<file path="config.mk">
export PLATFORM = sky130hd
export DESIGN_NAME = arbiter_request_queue
export DESIGN_NICKNAME = d
export VERILOG_FILES = /design/src/rtl/arb_pkg.sv /design/src/rtl/arq_fifo.sv /design/src/rtl/arbiter_request_queue.sv
export SDC_FILE = /design/constraint.sdc
export NUM_CORES = 1
export LEC_CHECK = 0
export CAP_MARGIN = 20
export CELL_PAD_IN_SITES_DETAIL_PLACEMENT = 0
export CELL_PAD_IN_SITES_GLOBAL_PLACEMENT = 1
export CORE_MARGIN = 5
export CORE_UTILIZATION = 40
export DETAILED_ROUTE_END_ITERATION = 10
export PLACE_DENSITY = 0.73
export SETUP_SLACK_MARGIN = 0.2
export SYNTH_ARGS = -nofsm -noshare
export SYNTH_HDL_FRONTEND = slang
export SYNTH_SLANG_ARGS = --single-unit
</file>
<file path="constraint.sdc">
create_clock -name clk -period 3.63 [get_ports clk]
set_clock_uncertainty 0.2 [all_clocks]
set_input_delay 0.5445 -clock clk [delete_from_list [all_inputs] [get_ports clk]]
set_output_delay 0.5445 -clock clk [all_outputs]
set_load 0.01 [all_outputs]
</file>
<file path="src/rtl/arb_pkg.sv">
// arb_pkg: shared defaults and source-id type for the request queue and round-robin arbiter
package arb_pkg;
  localparam int DEF_NUM_REQ = 4;
  localparam int DEF_DEPTH = 4;
  localparam int DEF_DATA_W = 8;
  localparam int SRC_W = $clog2(DEF_NUM_REQ);
  typedef logic [SRC_W-1:0] src_t;
endpackage

</file>
<file path="src/rtl/arq_fifo.sv">
// arq_fifo: single-channel synchronous FIFO with simultaneous push/pop on a full queue
import arb_pkg::*;
module arq_fifo #(
  parameter int DEPTH = DEF_DEPTH,
  parameter int DATA_W = DEF_DATA_W,
  localparam int AW = $clog2(DEPTH),
  localparam int CW = $clog2(DEPTH + 1)
) (
  input  logic              clk,
  input  logic              rst,
  input  logic              push,
  input  logic              pop,
  input  logic [DATA_W-1:0] din,
  output logic [DATA_W-1:0] dout,
  output logic [CW-1:0]     count,
  output logic              full,
  output logic              empty
);
  logic [DATA_W-1:0] mem [DEPTH];
  logic [AW-1:0] wr_ptr, rd_ptr;
  logic do_push, do_pop;
  assign empty = count == '0;
  assign full = count == CW'(DEPTH);
  assign do_pop = pop && !empty;
  assign do_push = push && (!full || do_pop);
  assign dout = mem[rd_ptr];
  always_ff @(posedge clk) begin
    if (rst) begin
      wr_ptr <= '0;
      rd_ptr <= '0;
      count <= '0;
    end else begin
      if (do_push) begin
        mem[wr_ptr] <= din;
        wr_ptr <= wr_ptr + AW'(1);
      end
      if (do_pop) rd_ptr <= rd_ptr + AW'(1);
      count <= count + CW'(do_push) - CW'(do_pop);
    end
  end
endmodule

</file>
<file path="src/rtl/arbiter_request_queue.sv">
// arbiter_request_queue: per-requester FIFOs feeding an external arbiter, popped by one-hot grant
import arb_pkg::*;
module arbiter_request_queue #(
  parameter int NUM_REQ = DEF_NUM_REQ,
  parameter int DEPTH = DEF_DEPTH,
  parameter int DATA_W = DEF_DATA_W
) (
  input  logic                      clk,
  input  logic                      rst,
  input  logic [NUM_REQ-1:0]        wr_en,
  input  logic [NUM_REQ*DATA_W-1:0] wr_data,
  output logic [NUM_REQ-1:0]        full,
  output logic [NUM_REQ-1:0]        REQ,
  input  logic [NUM_REQ-1:0]        GNT,
  output logic                      out_valid,
  output logic [DATA_W-1:0]         out_data,
  output src_t                      out_src,
  output logic [NUM_REQ-1:0]        err_ovf,
  output logic                      err_gnt
);
  localparam int CW = $clog2(DEPTH + 1);
  logic [NUM_REQ-1:0] pop, empty;
  logic [CW-1:0] count [NUM_REQ];
  logic [DATA_W-1:0] head [NUM_REQ];
  logic multi, one_hot;
  src_t sel;
  assign multi = (GNT & (GNT - NUM_REQ'(1))) != '0;
  assign one_hot = |GNT && !multi;
  assign REQ = ~empty;
  for (genvar g = 0; g < NUM_REQ; g++) begin : ch
    assign pop[g] = one_hot && GNT[g] && count[g] != '0;
    arq_fifo #(.DEPTH(DEPTH), .DATA_W(DATA_W)) u_fifo (
      .clk(clk),
      .rst(rst),
      .push(wr_en[g]),
      .pop(pop[g]),
      .din(wr_data[g*DATA_W +: DATA_W]),
      .dout(head[g]),
      .count(count[g]),
      .full(full[g]),
      .empty(empty[g])
    );
  end
  always_comb begin
    sel = '0;
    for (int i = 0; i < NUM_REQ; i++) sel = GNT[i] ? src_t'(i) : sel;
  end
  always_ff @(posedge clk) begin
    if (rst) begin
      out_valid <= 1'b0;
      out_data <= '0;
      out_src <= '0;
      err_ovf <= '0;
      err_gnt <= 1'b0;
    end else begin
      out_valid <= |pop;
      err_gnt <= multi;
      err_ovf <= err_ovf | (wr_en & full & ~pop);
      if (|pop) begin
        out_data <= head[sel];
        out_src <= sel;
      end
    end
  end
endmodule

</file>
======== After elaboration in Yosys (flattened, before gate mapping) ========
Memory sizes are Yosys's and may differ from the RTL's. A register that Yosys moved wholly into a read port is not among the register bits.
Index checks and enable logic that the tools add are counted.
operators by class
  add/sub/neg operators ................... 17
  magnitude comparators ................... 1
  equal/unequal tests ..................... 4
  multiplexer cells ....................... 26
  bitwise logic cells ..................... 7
  reduce and logical (&&, ||, !) cells .... 41
operators with widths
  operator                                                  count
  two-way mux 2 bit                                         10
  logical AND 1 bit                                         17
  adder 2 x 1 -> 2 bit, second input constant               8
  binary-select mux 8 bit (select 2 bit)                    1
  two-way mux 8 bit                                         2
  two-way mux 1 bit                                         13
  adder 3 x 1 -> 3 bit                                      4
  bitwise AND 4 bit                                         3
  equality test 3 bit, second input constant                4
  logical NOT 3 bit                                         4
  nonzero test 3 bit                                        4
  subtractor 3 x 1 -> 3 bit                                 4
  logical NOT 1 bit                                         9
  NOT 4 bit                                                 2
  OR reduction 4 bit                                        2
  logical OR 1 bit                                          4
  bitwise OR 4 bit                                          1
  nonzero test 4 bit                                        1
  subtractor 4 x 1 -> 4 bit, second input constant          1
  greater-or-equal comparator 3 bit, second input constant  1
  NOT 2 -> 3 bit                                            1
word-level totals
  flip-flop bits (word level) ............. 44
  memory bits (writable) .................. 128
  bits of input ports ..................... 42
  output and inout bits ................... 24
  logic and storage cells ................. 117
  memories ................................ 4
memories
  memory            depth  bits a word  read ports  clocked after Yosys merged registers in  wr ports  line            text
  ch[0].u_fifo.mem  4      8            1           1                                        1         arq_fifo.sv:19  logic [DATA_W-1:0] mem [DEPTH];
  ch[1].u_fifo.mem  4      8            1           1                                        1         arq_fifo.sv:19
  ch[2].u_fifo.mem  4      8            1           1                                        1         arq_fifo.sv:19
  ch[3].u_fifo.mem  4      8            1           1                                        1         arq_fifo.sv:19

======== Longest topological paths before layout ========
  depth in word-level cells ............... 13
  mapped depth ............................ 11
  mapped depth without buffers ............ 9

======== Cells and area by module ========
A second synthesis with hierarchy kept.
unflattened totals
  cell total of the unflattened synthesis .. 484
  area, all modules ....................... 7,583.5 um^2
modules (own cells, without submodules)
  module                 times used  cells an instance  area each (um^2)  sequential area each (um^2)
  arq_fifo               4           90                 1,627.8           1,141.1
  arbiter_request_queue  1           124                1,072.3           320.3

======== Worst setup path after synthesis ========
No wires, ideal clock.
  kind .................................... input to register
  start point ............................. input port GNT[2]
  end point ............................... register ch[0].u_fifo.count[2]
  setup time .............................. 0.128 ns
  arrival time ............................ 2.428 ns
  path slack .............................. 0.875 ns
  cell stages on the path ................. 11
  cell sequence ........................... buf_2 > nor4b_2 > and2_1 > clkbuf_1 > ha_1 > inv_1 > ha_1 > fa_1 > xnor2_1 > xnor2_1 > nor2_1
on the way
  word-level cells in the longest chain between the ends .. 12
  elaborated cells between the ends (all ways) .. 13
  those cells by class .................... add/sub (3); bitwise (1); reduce/logical (9)
ends and longest elaborated chain
  element                             line                         text
  from (decl)                         arbiter_request_queue.sv:14  input logic [NUM_REQ-1:0] GNT,
  subtractor 4 x 1 -> 4 bit           arbiter_request_queue.sv:27  assign multi = (GNT & (GNT - NUM_REQ'(1))) != '0;
  bitwise AND 4 bit                   arbiter_request_queue.sv:27
  nonzero test 4 bit                  arbiter_request_queue.sv:27
  logical NOT 1 bit                   arbiter_request_queue.sv:28  assign one_hot = |GNT && !multi;
  logical AND 1 bit (*)               arbiter_request_queue.sv:28
  logical AND 1 bit (*) (2 in a row)  arbiter_request_queue.sv:31  assign pop[g] = one_hot && GNT[g] && count[g] != '0;
  logical AND 1 bit (*)               arq_fifo.sv:24               assign do_pop = pop && !empty;
  logical OR 1 bit                    arq_fifo.sv:25               assign do_push = push && (!full || do_pop);
  logical AND 1 bit                   arq_fifo.sv:25
  adder 3 x 1 -> 3 bit                arq_fifo.sv:38               count <= count + CW'(do_push) - CW'(do_pop);
  subtractor 3 x 1 -> 3 bit (*)       arq_fifo.sv:38
  to (signal assigned)                arq_fifo.sv:38
  to (decl)                           arq_fifo.sv:15               output logic [CW-1:0] count,
Mark *: on every way between the ends. The rest lies on a longest branch, timed or not.
A chain may end at the register's enable or synchronous reset.

======== Worst setup path in the final report ========
  start point ............................. input port GNT[3]
  end point ............................... register ch[0].u_fifo.count[2]
Same word-level chain as after synthesis.

==> results.cfg <==
[status]
status = completed

[critical_path]
path_cells = clkdlybuf4s50_1 -> nor4b_2 -> buf_4 -> o21ai_0 -> inv_1 -> ha_1 -> fa_1 -> xnor2_1 -> xnor2_1 -> nor2_1
critical-path-slowest-cell = clkdlybuf4s50_1
crit_top_cell = xnor2_1
cp_data_arrival_time_ps = 2960
start_kind = input pin
critPathKind = input pin to flop
endpoint_kind = flop
worst_ep_required_time_ps = 3730
critical_path.max_stage_delay_ps = 650
worstPathMaxFanout = 8

[logic_synthesis]
ys_ff_latch = 180
synth_xor_area_share_pct = 2.37
synth_top_family_by_area = multiplexers
synth_area_leaders = edfxtp_1 (52%), dfxtp_1 (14%), mux2i_1 (4.9%)
syn_nets = 562
synth_simple_gate_area_share_pct = 8.40
synth_edf_count = 128
synth_top_area_share_pct = 51.9
synth.avg_cell_area_um2 = 15.0
yosysMostFrequentCell = edfxtp_1
synth_mux_area_share_pct = 9.74
yosys-top-cells-count = edfxtp_1 (128), dfxtp_1 (52), mux2i_1 (36), nor2_1 (35), inv_1 (32)
ys_seq_area_share_pct = 66.0
synthAdderAreaFrac_pct = 5.28
yosys.area.top_type = edfxtp_1
synth_ff_type = edfxtp_1
synth_cell_type_count = 43
yosysWarnings = 0
syn_inst = 492
synth_area_mm2 = 0.00740
async_flop_share_pct = 0
synth_compound_area_share_pct = 4.67

[pwr]
ir_drop_v = 0.000403
cellLeakagePower_uw = 0.00305
power.density_mw_per_mm2 = 588

[cts]
htree_levels = 4
cts_tree = done
clkLatencyLatePin_ps = 430
post_cts_buffers = 0
cts_resized = 0
hold_buffers = 0
cts_root_buf = clkbuf_16
clkSinkCount = 180
clk_pin_slew_worst_paths_ps = 60
cts_buffers = 17
clock_path_buffers = 2

[global_routing]
grtUsageTotal_pct = 14.7
grt_pass1_vias = 4335
grt_max_degree = 40
antenna_found_initial = 0
met3_usage_pct = 4.46
grt-busiest-layer = met2
grtUsageMet2_pct = 22.9
grt_pass1_wl_um = 23900
met1_usage_pct = 19.9
gr-total-overflow = 0

[placement]
post-dp-hpwl_um = 10800
gp_congestion = 0.782
portBuffers = 65
dp_cells = 771

[layout]
num_antenna_cells = 0
nFillCells = 1539
regArea_mm2 = 0.00488
nNetsFinal = 631
drive_above_1_share_pct = 13.2
multi_input_area_mm2 = 0.00225
instances_no_fill = 803
areaGrowthSynthToFinish_pct = 20.0

[timing]
period_share_pct = 78.7
tightest_slew_ps = 1000
period_minus_slack_ps = 2860
timing.fmax_ghz = 0.350
maxSlewViolCount = 0
finalHoldViolations = 0
finalSetupViolCount = 0
max_slew_margin_pct = 33.2
rsz0062_at_grt = no
setup_tns_ps = 0
hold_ws_ps = 270

[hold_path]
worstHoldPathType = flop to flop

[die]
start_util_pct = 40.9
io_pins = 66
core_area_mm2 = 0.0181
die_w_um = 146
die_area_mm2 = 0.0213
dieHeight_um = 146
rows = 49

[routing]
dr_total_vias = 4027
first_pass_iters = 4
drtIter0Drc = 297
wl_per_cell_um = 18.7
wl_um = 15000
drc = 0
ant_nets = 0
viasPerCell = 5.01

[run]
maxCapViolations = 0
-- metrics by stage --
stage	utilization [%]	power [uW]	worst slack, ps	instance area, um2
after floorplan	-	3070	875	7400
after CTS	49.1	5280	788	8880
after global routing	49.1	5490	572	8880
after detailed placement	45.8	3440	322	8280
final	49.1	5220	772	8880
after global placement	45.8	3410	368	8280
-- worst paths after layout --
check | start | endpoint | slack, ps | depth (start not counted)
setup / recovery | GNT[3] | ch[0].u_fifo.count[2] | 770 | 10
hold / removal | err_ovf[0] | err_ovf[0] | 270 | 2
setup reg to reg | ch[0].u_fifo.count[1] | ch[0].u_fifo.count[2] | 930 | 8
hold reg to reg | err_ovf[0] | err_ovf[0] | 270 | 2
-- flip-flops by register name (all words and copies together), names as in the netlist, named ones only --
name              flops
ch.u_fifo.wr_ptr      8
out_valid             1
ch.u_fifo.count      12
err_ovf               4
out_data              8
ch.u_fifo.mem       128
out_src               2
ch.u_fifo.rd_ptr      8
err_gnt               1
-- cell type report --
class | instances | share of cell area, %
Clock buffer | 24 | 5.66
Clock inverter | 8 | 1.10
Inverter | 32 | 1.35
Multi-Input combinational cell | 253 | 25.4
Sequential cell | 180 | 55.0
Tap cell | 229 | 3.23
Timing Repair Buffer | 77 | 8.28
-- worst max-delay path: cells and delay by family --
family          cells  cell delay [ps]
buf+inv             3              990
fa+ha+maj           2              600
xor+xnor            2              310
compound gates      1              340
simple gates        2              170
-- layout by cell type, fill, tap and decap left out, types with 7 or more instances in the layout --
master / n
a211oi_1: 8
a311oi_2: 7
and2_1: 13
and3_1: 8
buf_4: 12
clkbuf_16: 18
clkdlybuf4s50_1: 64
dfxtp_1: 52
edfxtp_1: 128
ha_1: 24
inv_1: 32
mux2i_1: 36
mux4_2: 16
nand2_1: 9
nor2_1: 35
nor2b_1: 8
nor3_1: 11
o22ai_1: 16
xnor2_1: 16
-- report_power, final --
group          internal, uW  switching [uW]
combinational           452             446
clock                  1110             733
sequential             2380             100
-- logic make-up after synthesis --
| kind of cell | count (synthesis) |
|---|---|
| simple gates | 109 |
| compound gates | 43 |
| buf+inv | 59 |
| mux | 52 |
| flops | 180 |
| fa+ha+maj | 29 |
| xor+xnor | 20 |
-- layer usage --
| layer | up-vias | part of all wire (%) |
|---|---|---|
| met3 | 16 | 5.3 |
| met5 | - | 0 |
| met2 | 85 | 48 |
| met4 | 0 | 1.5 |
| met1 | 1988 | 45 |
| li1 | 1938 | - |
Note: power is estimated with default switching activity, not from simulation.
